<file path="src/rtl/cpu_pkg.sv">
// ---------------------------------------------------------------------------
// cpu_pkg
// Shared definitions for the multicycle CPU control path: opcode values,
// ALU operation codes, datapath mux select encodings and the controller
// state encoding. No ports; imported by opcode_decode and control_unit.
// ---------------------------------------------------------------------------
package cpu_pkg;

    localparam int OPCODE_W = 6;
    localparam int STATE_W  = 4;

    // R-type opcodes (R1 = R2 op R3)
    localparam logic [5:0] OP_NOP  = 6'b000000;
    localparam logic [5:0] OP_ADD  = 6'b000001;
    localparam logic [5:0] OP_SUB  = 6'b000010;
    localparam logic [5:0] OP_OR   = 6'b000011;
    localparam logic [5:0] OP_AND  = 6'b000100;
    localparam logic [5:0] OP_XOR  = 6'b000101;
    localparam logic [5:0] OP_NOT  = 6'b000110;
    localparam logic [5:0] OP_SLT  = 6'b000111;
    localparam logic [5:0] OP_MOV  = 6'b001000;

    // I-type opcodes
    localparam logic [5:0] OP_ADDI = 6'b010001;
    localparam logic [5:0] OP_SUBI = 6'b010010;
    localparam logic [5:0] OP_ORI  = 6'b010011;
    localparam logic [5:0] OP_ANDI = 6'b010100;
    localparam logic [5:0] OP_XORI = 6'b010101;
    localparam logic [5:0] OP_SLTI = 6'b010111;
    localparam logic [5:0] OP_LI   = 6'b011000;
    localparam logic [5:0] OP_LUI  = 6'b011001;
    localparam logic [5:0] OP_LWI  = 6'b011011;
    localparam logic [5:0] OP_SWI  = 6'b011100;

    // Control-flow opcodes
    localparam logic [5:0] OP_BEQ  = 6'b100000;
    localparam logic [5:0] OP_BNE  = 6'b100001;
    localparam logic [5:0] OP_J    = 6'b100010;
    localparam logic [5:0] OP_HALT = 6'b111111;

    // ALU operation codes
    localparam logic [3:0] ALU_PASSA = 4'b0000;
    localparam logic [3:0] ALU_ADD   = 4'b0001;
    localparam logic [3:0] ALU_SUB   = 4'b0010;
    localparam logic [3:0] ALU_OR    = 4'b0011;
    localparam logic [3:0] ALU_AND   = 4'b0100;
    localparam logic [3:0] ALU_XOR   = 4'b0101;
    localparam logic [3:0] ALU_NOT   = 4'b0110;
    localparam logic [3:0] ALU_SLT   = 4'b0111;
    localparam logic [3:0] ALU_PASSB = 4'b1000;

    // ALU operand B select
    localparam logic [1:0] ASB_REGB = 2'b00;
    localparam logic [1:0] ASB_ONE  = 2'b01;
    localparam logic [1:0] ASB_SE   = 2'b10;
    localparam logic [1:0] ASB_ZE   = 2'b11;

    // PC source select
    localparam logic [1:0] PCS_ALU    = 2'b00;
    localparam logic [1:0] PCS_ALUREG = 2'b01;
    localparam logic [1:0] PCS_JUMP   = 2'b10;
    localparam logic [1:0] PCS_SEIMM  = 2'b11;

    // Controller states
    typedef enum logic [3:0] {
        ST_RST    = 4'd0,
        ST_FETCH  = 4'd1,
        ST_DECODE = 4'd2,
        ST_EXEC_R = 4'd3,
        ST_EXEC_I = 4'd4,
        ST_ALU_WB = 4'd5,
        ST_MEM_RD = 4'd6,
        ST_MEM_WB = 4'd7,
        ST_MEM_WR = 4'd8,
        ST_BRANCH = 4'd9,
        ST_JUMP   = 4'd10,
        ST_HALT   = 4'd11
    } state_t;

endpackage

</file>
<file path="src/rtl/opcode_decode.sv">
// ---------------------------------------------------------------------------
// opcode_decode
// Combinational opcode classifier for the control unit.
// Ports:
//   opcode    in  OPW  instruction opcode field
//   is_rtype  out 1    register-register ALU op (ADD..MOV, excludes NOP)
//   is_itype  out 1    immediate ALU op, LI or LUI
//   uses_ze   out 1    immediate operand is zero-extended
//   is_load   out 1    LWI
//   is_store  out 1    SWI
//   is_branch out 1    BEQ / BNE
//   is_jump   out 1    J
//   is_halt   out 1    HALT or any unassigned opcode
//   alu_op    out 4    ALU operation used in the execute cycle
// NOP is the only opcode that raises none of the class flags.
// ---------------------------------------------------------------------------
module opcode_decode
    import cpu_pkg::*;
#(
    parameter int OPW = OPCODE_W
) (
    input  logic [OPW-1:0] opcode,
    output logic           is_rtype,
    output logic           is_itype,
    output logic           uses_ze,
    output logic           is_load,
    output logic           is_store,
    output logic           is_branch,
    output logic           is_jump,
    output logic           is_halt,
    output logic [3:0]     alu_op
);

    // Classify the opcode; arithmetic/logic opcodes carry their ALU code in bits [3:0]
    always_comb begin
        is_rtype  = 1'b0;
        is_itype  = 1'b0;
        uses_ze   = 1'b0;
        is_load   = 1'b0;
        is_store  = 1'b0;
        is_branch = 1'b0;
        is_jump   = 1'b0;
        is_halt   = 1'b0;
        alu_op    = ALU_PASSA;
        case (opcode)
            OP_NOP: begin
                alu_op = ALU_PASSA;
            end
            OP_ADD, OP_SUB, OP_OR, OP_AND, OP_XOR, OP_NOT, OP_SLT: begin
                is_rtype = 1'b1;
                alu_op   = opcode[3:0];
            end
            OP_MOV: begin
                // MOV's low opcode bits would read as PASSB; it copies operand A
                is_rtype = 1'b1;
                alu_op   = ALU_PASSA;
            end
            OP_ADDI, OP_SUBI, OP_SLTI: begin
                is_itype = 1'b1;
                alu_op   = opcode[3:0];
            end
            OP_ORI, OP_ANDI, OP_XORI: begin
                is_itype = 1'b1;
                uses_ze  = 1'b1;
                alu_op   = opcode[3:0];
            end
            OP_LI: begin
                is_itype = 1'b1;
                alu_op   = ALU_PASSB;
            end
            OP_LUI: begin
                is_itype = 1'b1;
                uses_ze  = 1'b1;
                alu_op   = ALU_PASSB;
            end
            OP_LWI: begin
                is_load = 1'b1;
            end
            OP_SWI: begin
                is_store = 1'b1;
            end
            OP_BEQ, OP_BNE: begin
                is_branch = 1'b1;
            end
            OP_J: begin
                is_jump = 1'b1;
            end
            default: begin
                // HALT and every unassigned opcode stop the machine
                is_halt = 1'b1;
            end
        endcase
    end

endmodule

</file>
<file path="src/rtl/control_unit.sv">
// ---------------------------------------------------------------------------
// control_unit
// Multicycle FSM controller for the CPU datapath. Sequences FETCH, DECODE,
// EXECUTE, MEMORY and WRITEBACK cycles from the instruction register opcode.
// Outputs are Moore-style: decoded from the state register plus the opcode,
// so asserting reset zeroes every control line without waiting for a clock.
// Ports:
//   clk        in  1    rising-edge clock
//   reset      in  1    asynchronous reset, active low
//   IReg_out   in  32   instruction register (opcode = [31:26])
//   PCWrite, MemRead, IRWrite, MemWrite, MemtoReg, ALUSrcA, RegWrite,
//   BranchType, LUI, SW           out 1 each datapath controls
//   PCSource   out 2    PC input select
//   ALUSrcB    out 2    ALU operand B select
//   ALUOp      out 4    ALU operation
//   halted     out 1    high while in HALT
//   state      out STW  current state (debug)
// ---------------------------------------------------------------------------
module control_unit
    import cpu_pkg::*;
#(
    parameter int OPW = OPCODE_W,
    parameter int STW = STATE_W
) (
    input  logic           clk,
    input  logic           reset,
    input  logic [31:0]    IReg_out,
    output logic           PCWrite,
    output logic           MemRead,
    output logic           IRWrite,
    output logic           MemWrite,
    output logic           MemtoReg,
    output logic           ALUSrcA,
    output logic           RegWrite,
    output logic           BranchType,
    output logic           LUI,
    output logic           SW,
    output logic [1:0]     PCSource,
    output logic [1:0]     ALUSrcB,
    output logic [3:0]     ALUOp,
    output logic           halted,
    output logic [STW-1:0] state
);

    state_t         state_r;
    state_t         next_state_s;
    logic [OPW-1:0] opcode_s;
    logic           is_rtype_s;
    logic           is_itype_s;
    logic           uses_ze_s;
    logic           is_load_s;
    logic           is_store_s;
    logic           is_branch_s;
    logic           is_jump_s;
    logic           is_halt_s;
    logic [3:0]     alu_op_s;
    logic           unused_ir_s;

    assign opcode_s    = IReg_out[31 -: OPW];
    // Operand fields belong to the datapath; the controller only looks at the opcode
    assign unused_ir_s = ^IReg_out[31-OPW:0];
    assign state       = STW'(state_r);

    opcode_decode #(
        .OPW (OPW)
    ) u_opcode_decode (
        .opcode    (opcode_s),
        .is_rtype  (is_rtype_s),
        .is_itype  (is_itype_s),
        .uses_ze   (uses_ze_s),
        .is_load   (is_load_s),
        .is_store  (is_store_s),
        .is_branch (is_branch_s),
        .is_jump   (is_jump_s),
        .is_halt   (is_halt_s),
        .alu_op    (alu_op_s)
    );

    // State register with asynchronous active-low reset
    always_ff @(posedge clk or negedge reset) begin
        if (!reset) begin
            state_r <= ST_RST;
        end else begin
            state_r <= next_state_s;
        end
    end

    // Next-state selection; DECODE dispatches on the opcode class
    always_comb begin
        next_state_s = state_r;
        case (state_r)
            ST_RST:    next_state_s = ST_FETCH;
            ST_FETCH:  next_state_s = ST_DECODE;
            ST_DECODE: begin
                if (is_halt_s) begin
                    next_state_s = ST_HALT;
                end else if (is_rtype_s) begin
                    next_state_s = ST_EXEC_R;
                end else if (is_itype_s) begin
                    next_state_s = ST_EXEC_I;
                end else if (is_load_s) begin
                    next_state_s = ST_MEM_RD;
                end else if (is_store_s) begin
                    next_state_s = ST_MEM_WR;
                end else if (is_branch_s) begin
                    next_state_s = ST_BRANCH;
                end else if (is_jump_s) begin
                    next_state_s = ST_JUMP;
                end else begin
                    // NOP: nothing to execute
                    next_state_s = ST_FETCH;
                end
            end
            ST_EXEC_R: next_state_s = ST_ALU_WB;
            ST_EXEC_I: next_state_s = ST_ALU_WB;
            ST_ALU_WB: next_state_s = ST_FETCH;
            ST_MEM_RD: next_state_s = ST_MEM_WB;
            ST_MEM_WB: next_state_s = ST_FETCH;
            ST_MEM_WR: next_state_s = ST_FETCH;
            ST_BRANCH: next_state_s = ST_FETCH;
            ST_JUMP:   next_state_s = ST_FETCH;
            ST_HALT:   next_state_s = ST_HALT;
            default:   next_state_s = ST_RST;
        endcase
    end

    // Moore output decode; every line defaults low and is raised per state
    always_comb begin
        PCWrite    = 1'b0;
        MemRead    = 1'b0;
        IRWrite    = 1'b0;
        MemWrite   = 1'b0;
        MemtoReg   = 1'b0;
        ALUSrcA    = 1'b0;
        RegWrite   = 1'b0;
        BranchType = 1'b0;
        LUI        = 1'b0;
        SW         = 1'b0;
        PCSource   = PCS_ALU;
        ALUSrcB    = ASB_REGB;
        ALUOp      = ALU_PASSA;
        halted     = 1'b0;
        case (state_r)
            ST_FETCH: begin
                MemRead  = 1'b1;
                IRWrite  = 1'b1;
                ALUSrcB  = ASB_ONE;
                ALUOp    = ALU_ADD;
                PCSource = PCS_ALU;
                PCWrite  = 1'b1;
            end
            ST_DECODE: begin
                // SW is raised early so register A reads R1 before the store
                SW = is_store_s;
            end
            ST_EXEC_R: begin
                ALUSrcA = 1'b1;
                ALUSrcB = ASB_REGB;
                ALUOp   = alu_op_s;
            end
            ST_EXEC_I: begin
                ALUSrcA = 1'b1;
                ALUSrcB = uses_ze_s ? ASB_ZE : ASB_SE;
                ALUOp   = alu_op_s;
            end
            ST_ALU_WB: begin
                RegWrite = 1'b1;
                LUI      = (opcode_s == OP_LUI);
            end
            ST_MEM_WB: begin
                RegWrite = 1'b1;
                MemtoReg = 1'b1;
            end
            ST_MEM_WR: begin
                MemWrite = 1'b1;
                SW       = 1'b1;
            end
            ST_BRANCH: begin
                // PC update is gated by the datapath's branch condition, not PCWrite
                PCSource   = PCS_SEIMM;
                BranchType = (opcode_s == OP_BNE);
            end
            ST_JUMP: begin
                PCSource = PCS_JUMP;
                PCWrite  = 1'b1;
            end
            ST_HALT: begin
                halted = 1'b1;
            end
            default: begin
                // RST and MEM_RD drive no controls
                halted = 1'b0;
            end
        endcase
    end

endmodule

</file>
<file path="config.mk">
export PLATFORM = sky130hd
export DESIGN_NAME = control_unit
export DESIGN_NICKNAME = d
export VERILOG_FILES = /design/src/rtl/cpu_pkg.sv /design/src/rtl/opcode_decode.sv /design/src/rtl/control_unit.sv
export SDC_FILE = /design/constraint.sdc
export NUM_CORES = 1
export LEC_CHECK = 0
export CORE_UTILIZATION = 35
export DETAILED_ROUTE_END_ITERATION = 10
export GPL_TIMING_DRIVEN = 0
export PLACE_DENSITY = 0.86
export SLEW_MARGIN = 5
export SYNTH_ARGS = -nofsm -noshare
export SYNTH_HDL_FRONTEND = slang
export SYNTH_SLANG_ARGS = --single-unit
export TNS_END_PERCENT = 30
</file>
<file path="constraint.sdc">
create_clock -name clk -period 4.56 [get_ports clk]
set_clock_uncertainty 0.15 [all_clocks]
set_input_delay 0.912 -clock clk [delete_from_list [all_inputs] [get_ports clk]]
set_output_delay 0.912 -clock clk [all_outputs]
set_load 0.01 [all_outputs]
</file>
# Word level (Yosys, flattened, before mapping)
# Cells that the tools add are included.
# totals
wordCells,76
out_inout_bits,23
regBits,4
in_bits,34
# op_classes
n_reduce_logical,13
eq_ne,32
muxes,30
# op_table
cell,count
$eq 6x5->1 const B,10
$mux 4,7
$eq 6x3->1 const B,4
$pmux 4 s6,1
$reduce_or 22->1,1
$eq 6x6->1 const B,3
$mux 1,17
$eq 4x3->1 const B,4
$eq 4x4->1 const B,4
$pmux 4 s2,2
$reduce_or 8->1,2
$reduce_or 13->1,1
$eq 6x2->1 const B,2
$reduce_or 2->1,5
$eq 4x2->1 const B,2
$pmux 2 s2,2
$eq 6x1->1 const B,1
$eq 6x4->1 const B,1
$logic_not 6->1,1
$reduce_or 6->1,1
$eq 4x1->1 const B,1
$logic_not 4->1,1
$reduce_or 4->1,1
$pmux 1 s2,1

# Longest topological paths before layout
# Gate-level depths: netlist of run 1.
# depth
word_depth,10
depth_mapped,5
mapped_depth_nobuf,4

# Cells and area by module
# From an unflattened synthesis of run 1, not the netlist that was laid out.
# hier_totals
cells_unflattened,114
area_unflattened_um2,778.2
# modules_own_cells
module,seq_area_each_um2,area_per_inst_um2,cells_each,instances
control_unit,100.1,509.2,71,1
opcode_decode,0.0,269.0,43,1

# Worst setup path before layout of run 1
# OpenSTA, ideal clock, no wires.
# synth_path
kind,input to output
startpoint,in IReg_out[30]
endpoint,out SW
path_slack_ns,1.499
required_time_ns,3.498
cell_stages,4
arrival_time_ns,1.999
path_buffers,1
path_cell_list,buf_2 nand2b_1 or4_1 a211oi_1
# synth_via
elab_chain_cells,3
# synth_rtl
element,line_no,rtl
start: declaration,control_unit.sv:27,"input logic [31:0] IReg_out,"
$eq 6x5->1,opcode_decode.sv:45,case (opcode)
$mux 1,opcode_decode.sv:45,
$pmux 1 s2,control_unit.sv:143,case (state_r)
end: declaration,control_unit.sv:37,"output logic SW,"
# Every way passes these cells.

# Worst setup path in the final report of run 1
# layout_path
startpoint,in IReg_out[28]
endpoint,out SW
# The elaborated chain is that of the path after synthesis.

==> results.py, run 1 <==
metrics = {
    "outcome": {
        "status": "finished, final reports clean",
    },
    "clock_tree": {
        "insertion_delay_ns": 0.24,
        "cts_root_buffer": "clkbuf_4",
        "path_clk_slew_ns": 0.05,
        "ctsHoldBuffers": 0,
        "cts_made_buffers": 3,
        "numClockSinks": 4,
        "post_cts_resized": 0,
        "htreeDepth": 1,
        "cts_tree": "yes",
        "cts_max_path_buffers": 2,
        "post-cts-setup-buffers": 0,
    },
    "synth": {
        "yosysWarnings": 0,
        "syn_area_um2": 700.7,
        "syn_area_per_cell_um2": 6.673,
        "ys_ff_latch": 4,
        "synth_nets": 139,
        "synth.distinct_cells": 42,
        "netlist_instances": 105,
        "seq_area_frac_synth_pct": 14.29,
    },
    "setup_path": {
        "cp.required_ns": 3.50,
        "cp.arrival_ns": 2.99,
        "timing.rr.start": "state[0]$_DFF_PN0_",
        "crit_chain": "clkdlybuf4s50_1, nand2_1, or4_1, a211oi_1, clkdlybuf4s50_1",
        "path_buf_inv": 2,
        "startpoint_type": "input pin",
        "cpLargestDelayFamily": "buffers and inverters",
        "crit_fanout": 8,
        "worst_path_most_repeated_cell": "clkdlybuf4s50_1",
        "slowest_stage": "clkdlybuf4s50_1",
        "cp-end-kind": "output pin",
        "critPathKind": "in -> out",
        "slowest_delay_ns": 0.59,
        "cp-startpoint": "IReg_out[28]",
    },
    "detailed_routing": {
        "vias": 957,
        "first_pass_iters": 4,
        "first_iter_violations": 35,
        "wl_per_cell_um": 13.22,
        "viasPerCell": 5.907,
        "drc_errors": 0,
        "postRouteWirelength_um": 2142,
        "antenna_left": 0,
    },
    "timing": {
        "hold_viol": 0,
        "finalCritPeriodShare_pct": 88.76,
        "setup_tns_ns": 0,
        "fin_ws_ns": 0.5124,
        "worst_slew_pin_slew_ns": 0.4672,
        "finalMaxSlewViolations": 0,
        "relSlewSlack_pct": 68.85,
        "grt_setup_unrepaired": "no",
        "setup_viol": 0,
        "max_freq_mhz": 247.1,
        "min_period_ns": 4.048,
    },
    "flow_run": {
        "drv_cap": 0,
    },
    "place": {
        "dp_hpwl_um": 1634,
        "io_buffers": 29,
        "place_ws_ns": 0.5213,
        "dp_cells": 159,
        "gp_congestion": 0.8769,
    },
    "power": {
        "combPwrFrac_pct": 76.7,
        "p_per_area_mw_per_mm2": 474.8,
        "switchingPower_uw": 223.7,
        "internal_power_uw": 272.4,
        "swShare_pct": 45.09,
        "p_seq_share_pct": 14.1,
        "power_uw": 496.1,
        "leakage_uw": 0.0003728,
        "power.share.clock_pct": 9.2,
        "ir_drop_v": 0.0001935,
    },
    "floorplan": {
        "die_w_um": 46.74,
        "design.core.area_mm2": 0.001802,
        "start_util_pct": 38.89,
        "chipHeight_um": 46.74,
        "die_area_mm2": 0.002185,
        "rows": 15,
        "ios": 57,
    },
    "final_layout": {
        "final_common_cell": "clkdlybuf4s50_1",
        "area_growth_pct": 49.11,
        "largest_reg_flops": 4,
        "layout-drive-gt1-share_pct": 8.029,
        "mostFrequentLayoutCells": "clkdlybuf4s50_1 (29), nor2_1 (14), nand2b_1 (8)",
        "layout.nets": 173,
        "antennaDiodeCount": 0,
        "final_cell_count_no_fill": 162,
    },
    "grt": {
        "overflow": 0,
        "antenna_found_initial": 0,
        "grt_max_degree": 11,
        "grt_pass1_wl_um": 3367,
        "first_global_vias": 777,
        "grt_usage_pct": 21.16,
    },
    "worst_hold_path": {
        "hold_class": "reg -> reg",
        "hold_path_startpoint": "state[3]$_DFF_PN0_",
    },
}
==> final timing paths <==
kind                                      end  slack [ns]  depth (start not counted)
max                                        SW        0.51                          5
min                        state[0]$_DFF_PN0_        0.65                          3
max reg2reg                state[0]$_DFF_PN0_        2.72                          4
min reg2reg                state[0]$_DFF_PN0_        0.65                          3
max in group asynchronous  state[2]$_DFF_PN0_        3.35                          1
min in group asynchronous  state[3]$_DFF_PN0_        0.73                          1
==> per-layer routing <==
layer,up-vias,GRT usage (%),part of all wire (%)
li1,449,-,-
met2,57,35.83,45
met4,0,8.571,2.8
met3,11,1.154,7.0
met1,440,28.10,45
met5,-,0,0
==> power groups by stage <==
stage / sequential (uW) / combinational [uW] / clock [uW]
2_1_floorplan: 70.2 / 208 / 0
4_1_cts: 68.7 / 377 / 45.6
6_report: 69.7 / 381 / 45.6
3_3_place_gp: 68.1 / 372 / 0
5_1_grt: 71.2 / 412 / 48.0
3_5_place_dp: 69.3 / 376 / 0
==> final cells by class <==
cell class | count | area, um2
fillers | 177 | 757.0
multi-input cells | 89 | 550.5
repair buffers | 29 | 290.3
flip-flops and latches | 4 | 100.1
plain buffers | 10 | 42.54
well taps | 25 | 31.28
clock buffers | 3 | 22.52
inverters | 2 | 7.507
==> synth_stat cells <==
cell type,n,share of area (%)
buf_1,1,0.54
nand2_1,5,2.7
nand3b_1,2,2.1
buf_2,1,0.71
and3_1,2,1.8
nand2b_1,8,7.1
or4_1,2,2.1
a221oi_1,1,1.3
nor4b_1,1,1.3
nor2_1,14,7.5
o2111ai_1,1,1.3
or2_2,1,0.89
o21a_1,2,2.1
dfrtp_1,4,14
clkbuf_1,7,3.8
a2bb2oi_1,1,1.3
a31o_2,1,1.3
inv_1,2,1.1
a21oi_2,1,1.3
a21oi_1,5,3.6
o211ai_2,1,1.8
a22oi_1,1,1.1
o211ai_1,3,3.2
nor3b_1,1,1.1
nor4_1,1,0.89
xor2_1,1,1.3
and4b_1,1,1.4
nand3_1,3,2.1
o31ai_1,1,1.1
a211oi_1,2,2.1
o21ai_0,5,3.6
o21bai_1,1,1.1
nor2b_1,6,5.4
nor3_1,5,3.6
and2_1,2,1.8
a2111o_1,1,1.6
a21o_1,1,1.1
or4b_1,1,1.4
xnor2_1,1,1.3
a31oi_1,2,1.8
buf_4,1,1.1
or3b_2,2,2.5
==> stage by stage <==
stage | instance area (um2) | util (%) | hold WS, ns
final | 1045 | 57.99 | 0.6469
after global routing | 1045 | 57.99 | 0.6804
after CTS | 1045 | 57.99 | 0.6182
after detailed placement | 1022 | 56.74 | 0.6120
after global placement | 1022 | 56.74 | 0.6110
after floorplan | 700.7 | - | 0.4664
==> worst register-to-register path, cell delays in order (launching register included) <==
cell and delay [ns]:
dfrtp_1 0.43, or4b_1 0.53, a2111o_1 0.39, o211ai_2 0.09, o2111ai_1 0.11
==> cell families (layout without fill, tap and decap cells) <==
family	Yosys count	in the layout	share of synthesized area, %
buffers and inverters	12	44	7.143
AOI/OAI and AO/OA	30	30	30.36
xor gates and xnor gates	2	2	2.500
DFF	4	4	14.29
and+or+nand+nor	57	57	45.71
Note: power is estimated with default switching activity, not from simulation.
==> run 2, diff against run 1 <==
Settings changed: ABC_AREA set to 0.
==> results of run 2 <==
No change in the layout: final DEF, timing and power equal those of run 1.
==> run 3, diff against run 2 <==
Settings changed: ABC_CLOCK_PERIOD_IN_PS set to 4560.
==> results of run 3 <==
No change in the layout: final DEF, timing and power equal those of run 1.
